--- config.mk ---
export PLATFORM = sky130hd
export DESIGN_NAME = fifo_write_arbiter
export DESIGN_NICKNAME = d
export VERILOG_FILES = /design/src/rtl/fifo_arb_pkg.sv /design/src/rtl/fifo_write_arbiter_rr_picker.sv /design/src/rtl/fifo_write_arbiter.sv
export SDC_FILE = /design/constraint.sdc
export NUM_CORES = 1
export LEC_CHECK = 0
export ABC_AREA = 1
export BUFFER_PORTS_ARGS = -buffer_cell sky130_fd_sc_hd__buf_4
export CAP_MARGIN = 20
export CORE_MARGIN = 1.5
export CORE_UTILIZATION = 30
export CTS_CLUSTER_SIZE = 25
export DETAILED_ROUTE_END_ITERATION = 7
export GPL_TIMING_DRIVEN = 1
export PLACE_DENSITY = 0.54
export SYNTH_ARGS = -nofsm -noshare
export SYNTH_HDL_FRONTEND = slang
export SYNTH_HIERARCHICAL = 1
export SYNTH_SLANG_ARGS = --single-unit
--- constraint.sdc ---
create_clock -name clk -period 3.1 [get_ports clk]
set_clock_uncertainty 0.2 [all_clocks]
set_input_delay 0.465 -clock clk [delete_from_list [all_inputs] [get_ports clk]]
set_output_delay 0.465 -clock clk [all_outputs]
set_load 0.01 [all_outputs]
--- src/rtl/fifo_arb_pkg.sv ---
// Shared types and helpers for the FIFO write-port arbiter.
package fifo_arb_pkg;

    typedef enum logic {IDLE, BURST} arb_state_t;

    localparam int MAX_NREQ = 8;

    // Ceiling log2 with a floor of 1 so single-bit indices stay legal.
    function automatic int clog2(input int n);
        int r;
        r = 0;
        while ((1 << r) < n) r++;
        return (r < 1) ? 1 : r;
    endfunction

endpackage

--- src/rtl/fifo_write_arbiter_rr_picker.sv ---
// Rotating-priority encoder: first set req bit at or after rr_ptr, wrapping mod NREQ.
module rr_picker
    import fifo_arb_pkg::*;
#(
    parameter int NREQ = 3
) (
    input  logic [NREQ-1:0]          req,
    input  logic [clog2(NREQ)-1:0]   rr_ptr,
    output logic                     any,
    output logic [clog2(NREQ)-1:0]   winner
);

    localparam int IW = clog2(NREQ);

    always_comb begin
        int idx;
        idx    = 0;
        any    = |req;
        winner = '0;
        // Scan farthest-first so the entry closest to rr_ptr is written last and wins.
        for (int k = NREQ - 1; k >= 0; k--) begin
            idx = int'(rr_ptr) + k;
            if (idx >= NREQ) idx -= NREQ;
            if (req[idx]) winner = IW'(idx);
        end
    end

endmodule

--- src/rtl/fifo_write_arbiter.sv ---
// Round-robin, burst-locking arbiter sharing one FIFO write port among NREQ requesters.
module fifo_write_arbiter
    import fifo_arb_pkg::*;
#(
    parameter int NREQ      = 3,
    parameter int DSIZE     = 8,
    parameter int MAX_BURST = 4
) (
    input  logic                     clk,
    input  logic                     rstn,
    input  logic [NREQ-1:0]          req,
    input  logic [NREQ*DSIZE-1:0]    req_data,
    output logic [NREQ-1:0]          gnt,
    output logic [clog2(NREQ)-1:0]   owner,
    output logic                     busy,
    input  logic                     fifo_full,
    output logic                     fifo_wr_en,
    output logic [DSIZE-1:0]         fifo_din
);

    localparam int IW = clog2(NREQ);
    localparam int CW = clog2(MAX_BURST + 1);
    localparam logic [CW-1:0] LAST_BEAT = CW'(MAX_BURST - 1);

    arb_state_t     state;
    logic [IW-1:0]  rr_ptr;
    logic [CW-1:0]  beat_cnt;
    logic           any;
    logic [IW-1:0]  winner;
    logic [IW-1:0]  sel;
    logic           accept;

    function automatic logic [IW-1:0] inc_wrap(input logic [IW-1:0] p);
        return (p == IW'(NREQ - 1)) ? '0 : p + 1'b1;
    endfunction

    rr_picker #(.NREQ(NREQ)) u_picker (
        .req    (req),
        .rr_ptr (rr_ptr),
        .any    (any),
        .winner (winner)
    );

    // Accept is gated by rstn so a beat presented while reset is low never looks granted.
    always_comb begin
        sel        = (state == BURST) ? owner : winner;
        accept     = rstn && !fifo_full && ((state == BURST) ? req[owner] : any);
        fifo_wr_en = accept;
        busy       = (state == BURST);
        gnt        = '0;
        fifo_din   = '0;
        for (int i = 0; i < NREQ; i++) begin
            if (accept && sel == IW'(i)) begin
                gnt[i]   = 1'b1;
                fifo_din = req_data[i*DSIZE +: DSIZE];
            end
        end
    end

    always_ff @(posedge clk or negedge rstn) begin
        if (!rstn) begin
            state    <= IDLE;
            rr_ptr   <= '0;
            owner    <= '0;
            beat_cnt <= '0;
        end else begin
            case (state)
                IDLE: begin
                    if (accept) begin
                        owner    <= winner;
                        beat_cnt <= CW'(1);
                        if (MAX_BURST > 1) state <= BURST;
                        else               rr_ptr <= inc_wrap(winner);
                    end
                end
                BURST: begin
                    if (!req[owner]) begin
                        state  <= IDLE;
                        rr_ptr <= inc_wrap(owner);
                    end else if (accept) begin
                        beat_cnt <= beat_cnt + 1'b1;
                        if (beat_cnt == LAST_BEAT) begin
                            state  <= IDLE;
                            rr_ptr <= inc_wrap(owner);
                        end
                    end
                end
                default: state <= IDLE;
            endcase
        end
    end

endmodule

After elaboration in Yosys (flattened, before gate mapping)
Index checks and enable logic that the tools add are counted.
Widths: inputs -> output; s select.
{ "classes": {"muxes": 39, "n_div": 0, "n_mul": 0, "bitwise_logic": 1, "shift": 0, "add_sub_neg": 7, "reduce_logical": 11, "magnitude_cmp": 7, "n_eq_ne": 9} }
{ "op_table": {"columns": ["op", "n"], "rows": [
  ["$lt 32x4->1 const B", 3],
  ["$mux 32", 3],
  ["$ge 32x3->1 const B", 2],
  ["$sub 32x3->32 const B", 2],
  ["$mux 8", 3],
  ["$mux 2", 9],
  ["$mux 1", 15],
  ["$mux 3", 3],
  ["$bmux 1 s2", 4],
  ["$pmux 3 s2", 1],
  ["$reduce_and 3->1", 2],
  ["$logic_and 1x1->1", 5],
  ["$eq 2x2->1 const B", 2],
  ["$ne 2x2->1 const B", 2],
  ["$add 2x1->3 const B", 1],
  ["$add 2x2->3 const B", 1],
  ["$add 3x1->3 const B", 1],
  ["$eq 3x2->1 const B", 1],
  ["$lt 2x3->1 const B", 1],
  ["$ne 3x2->1 const B", 1],
  ["$ne 3x3->1 const B", 1],
  ["$reduce_or 3->1", 1],
  ["$sub 2x2->3 const B", 1],
  ["$add 2x1->2 const B", 1],
  ["8 further kinds", 8]
]} }
{ "totals": {"latchBits": 0, "mem_bits_ro": 0, "wordCells": 78, "in_bits": 30, "mem_count": 0, "ram_bits": 0, "ff_bits": 8} }

Longest topological paths before layout
{ "depth": {"depth_word": 15, "mapped_depth": 14, "depth_no_buf": 14} }

Hierarchy
Netlist, hierarchy kept.
{ "by_module_without_submodules": {"columns": ["mod", "seq_area_each_um2", "area_per_inst_um2", "instances", "cells_each"], "rows": [
  ["fifo_write_arbiter", 200.2, 708.2, 1, 107],
  ["rr_picker", 0.0, 185.2, 1, 35]
]} }

Worst setup path after synthesis
OpenSTA, ideal clock, no wires.
{ "synth_path": {"kind": "reg-to-output", "from": "register rr_ptr[0]", "to": "output fifo_din[0]", "arrival_ns": 1.763, "path_stages_with_launch": 15, "path_buffers": 0, "path_slack_ns": 0.672, "path_cell_list": "dfrtp_1 -> inv_1 -> ha_1 -> inv_1 -> nand2_1 -> nand3_1 -> nand2_1 -> nand2_1 -> nand3_1 -> nand2_1 -> inv_1 -> o21ai_1 -> nor2_2 -> nand4_1 -> nand3_1"} }
{ "synth_between": {"elab_chain_len": 15} }
{ "synth_rtl": {"columns": ["element", "line", "rtl"], "rows": [
  ["start: declaration", "fifo_write_arbiter.sv:26", "logic [IW-1:0] rr_ptr;"],
  ["start signal: assignment", "fifo_write_arbiter.sv:73", "else rr_ptr <= inc_wrap(winner);"],
  ["start signal: assignment", "fifo_write_arbiter.sv:79", "rr_ptr <= inc_wrap(owner);"],
  ["start signal: assignment", "fifo_write_arbiter.sv:84", "rr_ptr <= inc_wrap(owner);"],
  ["$add 2x2->3", "fifo_write_arbiter_rr_picker.sv:22", "idx = int'(rr_ptr) + k;"],
  ["$sub 32x3->32 / $ge 32x3->1 (equally long branches)", "fifo_write_arbiter_rr_picker.sv:23", "if (idx >= NREQ) idx -= NREQ;"],
  ["$mux 32", "fifo_write_arbiter_rr_picker.sv:23", null],
  ["$bmux 1 s2", "fifo_write_arbiter_rr_picker.sv:24", "if (req[idx]) winner = IW'(idx);"],
  ["$mux 1 (not written as such) (2 in a row)", "fifo_write_arbiter_rr_picker.sv:24", null],
  ["$mux 2 (2 in a row)", "fifo_write_arbiter_rr_picker.sv:24", null],
  ["$mux 2 *", "fifo_write_arbiter_rr_picker.sv:24", null],
  ["net winner[0]", "fifo_write_arbiter.sv:29", "logic [IW-1:0] winner;"],
  ["$mux 2 *", "fifo_write_arbiter.sv:46", "sel = (state == BURST) ? owner : winner;"],
  ["$logic_not 2->1", "fifo_write_arbiter.sv:53", "if (accept && sel == IW'(i)) begin"],
  ["$logic_and 1x1->1", "fifo_write_arbiter.sv:53", null],
  ["$mux 8 (2 in a row)", "fifo_write_arbiter.sv:53", null],
  ["$mux 8 *", "fifo_write_arbiter.sv:53", null],
  ["end: declaration", "fifo_write_arbiter.sv:18", "output logic [DSIZE-1:0] fifo_din"]
]} }
The timed path passes the listed nets; every way through them passes the cells marked *. The select of a mux whose other input is x is not followed.

Final worst setup path
{ "layout_path": {"from": "input rstn", "to": "output gnt[0]"} }
{ "layout_between": {"elab_chain_len": 4} }
{ "layout_rtl": {"columns": ["element", "line", "rtl"], "rows": [
  ["start: declaration", "fifo_write_arbiter.sv:10", "input logic rstn,"],
  ["$logic_and 1x1->1 (2 in a row)", "fifo_write_arbiter.sv:47", "accept = rstn && !fifo_full && ((state == BURST) ? req[owner] : any);"],
  ["$logic_and 1x1->1", "fifo_write_arbiter.sv:53", null],
  ["$mux 1", "fifo_write_arbiter.sv:53", null],
  ["end: declaration", "fifo_write_arbiter.sv:13", "output logic [NREQ-1:0] gnt,"]
]} }
Every way passes these cells.

==> key figures <==
Global routing
  – First-pass GRT wire length: about 4300 um
  – GRT Resource Usage Total: 16.2%
  – Largest net degree at the start of global routing: 28
  – Vias in the first global route: about 1,000
  – Grt ovf: 0
  – Antenna violations before repair: 0

Critical path
  – CP endpoint kind: primary output
  – Crit path DAT: 2.27 ns
  – Reg2reg end: rr_ptr[1]
  – CP max-delay cell: dlygate4sd3_1
  – CP cell instances: dlygate4sd3_1 -> buf_4 -> nand2_1 -> nor2_4 -> nand2_1 -> inv_2 -> nand2_1 -> nor2_1 -> buf_4
  – Worst-path fanout max: 14
  – Reg2Reg Launch Point: busy
  – Worst Reg-to-Reg Cells: 7
  – WP data required: ~2.4 ns
  – Worst R2R Setup Slack: roughly 0.8 ns
  – Worst path bufs/invs: 4
  – Worst setup SP type: input pin
  – CP peak stage delay: approximately 0.53 ns
  – Cell mode on critical path: nand2_1
  – Worst Setup Path Type: input pin to primary output
  – CP top delay family: buffers and inverters

Routing
  – # DRC: 0
  – Post-Route WL: about 2800 um
  – 1st-pass router iterations: 4
  – Vias: ~1,200
  – Number of DRC markers in iteration 0: 52
  – Post-DRT Antenna Nets: 0
  – Average wire per standard cell: around 13 um
  – Avg Vias per Cell: 5.30

Clock tree
  – CTS H-tree lvls: 1
  – CTS max path bufs: 2
  – Clock Latency Late Sink: ~0.24 ns
  – Total CTS buffers: 3
  – Clock Pin Slew Worst Setup and Hold Paths: 0.05 ns
  – CTS Root Cell: clkbuf_4
  – CTS tree: done
  – CTS Sinks: 8

Floorplanning
  – Die Wd: between 50 and 60 um
  – Num rows: 19
  – Starting density of the core: between 30% and 40%
  – # IOs: 45
  – Die Span Y: between 50 and 60 um
  – Die ar.: 0.00331 mm^2
  – Core footprint: 0.00278 mm^2

STA
  – Actual slew at the worst max-slew pin: ~0.65 ns
  – Final setup vio count: 0
  – Final Cycle Share: a little over nine tenths
  – Fmax: approximately 340 MHz
  – Hold Fails Final Rpt: 0
  – Rel. slew slack: a little under three fifths
  – Final min period: just under 3 ns
  – RSZ-0062 raised after global routing: false
  – Setup tns final: 0 ns
  – Slew Viols, Final: 0

Logic synthesis
  – Yosys cell types: 20
  – Post-synth top area share: between 20% and 30%
  – FFs w/ async S/R, synth: 100%
  – Yosys top cell by area: dfrtp_1
  – Post-synth EDFFs: 0
  – Post-synth top flop: dfrtp_1
  – Net Count, Synth: ~180
  – Cell count after synthesis: approximately 140
  – Most common cell in the synthesized netlist: nand2_1
  – Syn. warnings: 6
  – Syn Area/Cell: between 6 and 7 um^2
  – #FFs+latches synth: 8
  – Ranking of synthesized cells by area: dfrtp_1 22%, nand4_1 18%, nand2_1 15%
  – Sequential share of the synthesized area: approximately 22%
  – Cell Area, Synth: ~900 um^2
  – Synth top cells by count: 36 x nand2_1, 25 x nand4_1, 15 x inv_1, 15 x nand3_1, 10 x o21ai_1

Cells and area
  – Post-Layout Cell Count: roughly 220
  – Number of fill cells: 283
  – Multi-input gate area: 661 um^2
  – Syn-to-layout area delta: 50.6%
  – Layout cells sized above 1: between 30% and 40%
  – Register area: 200 um^2
  – Nets: 225
  – Inserted Diodes: 0

Power
  – Max VDD drop: between 0.5 and 0.6 mV
  – LEAKAGE: between 0.6 and 0.7 nW
  – Pwr Density: a little over 900 mW/mm^2

Worst hold path
  – Hold path depth: 1
  – Hold EP: beat_cnt[0]
  – Worst hold path startpoint: beat_cnt[0]
  – HP Class: register to register

Place
  – # port buffers: 44
  – # placed instances: 213
  – Gpl congestion: ~0.75
  – Post-DP HPWL: ~2100 um

Status
  – Status: complete, no violations

Flow run
  – Max-cap violation count: 0
-- area by class of cell --
cell class / instances / area share (%)
multi-input cells: 112 / 49.1
repair buffers: 47 / 26.4
flip-flops and latches: 8 / 14.9
inverters: 18 / 5.02
well taps: 31 / 2.88
clock buffers: 3 / 1.67
-- report_power, final --
part / switching [mW] / leakage (nW) / internal [mW] / total, mW
sequential: 0.0713 / 0.102 / 0.144 / 0.216
combinational: 0.568 / 0.563 / 0.380 / 0.948
clock: 0.0315 / 0.0138 / 0.0440 / 0.0756
-- logic make-up (layout without fill, tap and decap cells) --
family / count (synthesis) / in the layout / synth area share [%]
AND/OR/NAND/NOR: 91 / 92 / 50.7
buffers and inverters: 23 / 68 / 10.6
AO/OA/AOI/OAI: 15 / 15 / 9.24
flip-flops: 8 / 8 / 22.4
adder cells (fa/ha/maj): 5 / 5 / 7.00
-- worst reg2reg max path, cell delays in order (launching register included) --
cell and delay (ns):
dfrtp_1 0.76, nor2_1 0.23, nor2_2 0.48, nand2_1 0.10, nand3_1 0.18, nand2_1 0.09, nand2_1 0.09, nand2_1 0.05
-- stage by stage --
stage	instance area (um^2)	worst slack [ns]	util [%]	hold WS [ns]	total power, mW
finish	1350	0.167	48.4	0.293	1.24
global route	1350	0.00232	48.4	0.308	1.36
CTS	1290	0.0398	46.5	0.297	1.15
detailed placement	1240	0.255	44.7	0.0928	1.02
global placement	1240	0.244	44.7	0.0945	1.01
floorplan	893	0.672	-	-0.0306	0.758
-- sequential cells by signal, indices dropped and copies added (netlist names) --
register and cells:
beat_cnt 3, rr_ptr 2, owner 2, busy 1
-- cells in the final DEF (no fill, tap or decap), drive strengths merged --
cell type    instances
or2                  1
clkbuf               3
dfrtp                8
nand3               16
buf                 46
nor3                 1
nand4               25
nand2               38
inv                 18
ha                   5
o21ai               11
dlygate4sd3          1
a21oi                4
nor2                11
-- how the worst max path moves through the flow --
stage                    from     endpoint  cells past startpoint
floorplan           rr_ptr[0]  fifo_din[0]                     14
global placement    rr_ptr[0]  fifo_din[7]                     15
detailed placement  rr_ptr[0]  fifo_din[7]                     15
CTS                      rstn       gnt[0]                      9
global route        rr_ptr[0]  fifo_din[0]                     15
finish                   rstn       gnt[0]                      9
-- metal layers --
metal  global-route usage (%)  wire (um)  up-vias  part of all wire [%]
li1                         -          -      589                     -
met1                     21.6       1300      530                    46
met2                     27.1       1370       41                    48
met3                     1.81        170        0                   6.0
met4                     5.65          0        0                     0
met5                        0          0        -                     0
-- what timing repair did --
item                                   4_1_cts  5_1_grt
setup buffers                                0        1
hold buffers                                 1        0
endpoints found under the hold margin        8        0
setup endpoints to repair                    8       11
resized for setup                            4        9
pin swaps                                    0        3
cloned                                       0        1
Note: power is estimated with default switching activity, not from simulation.
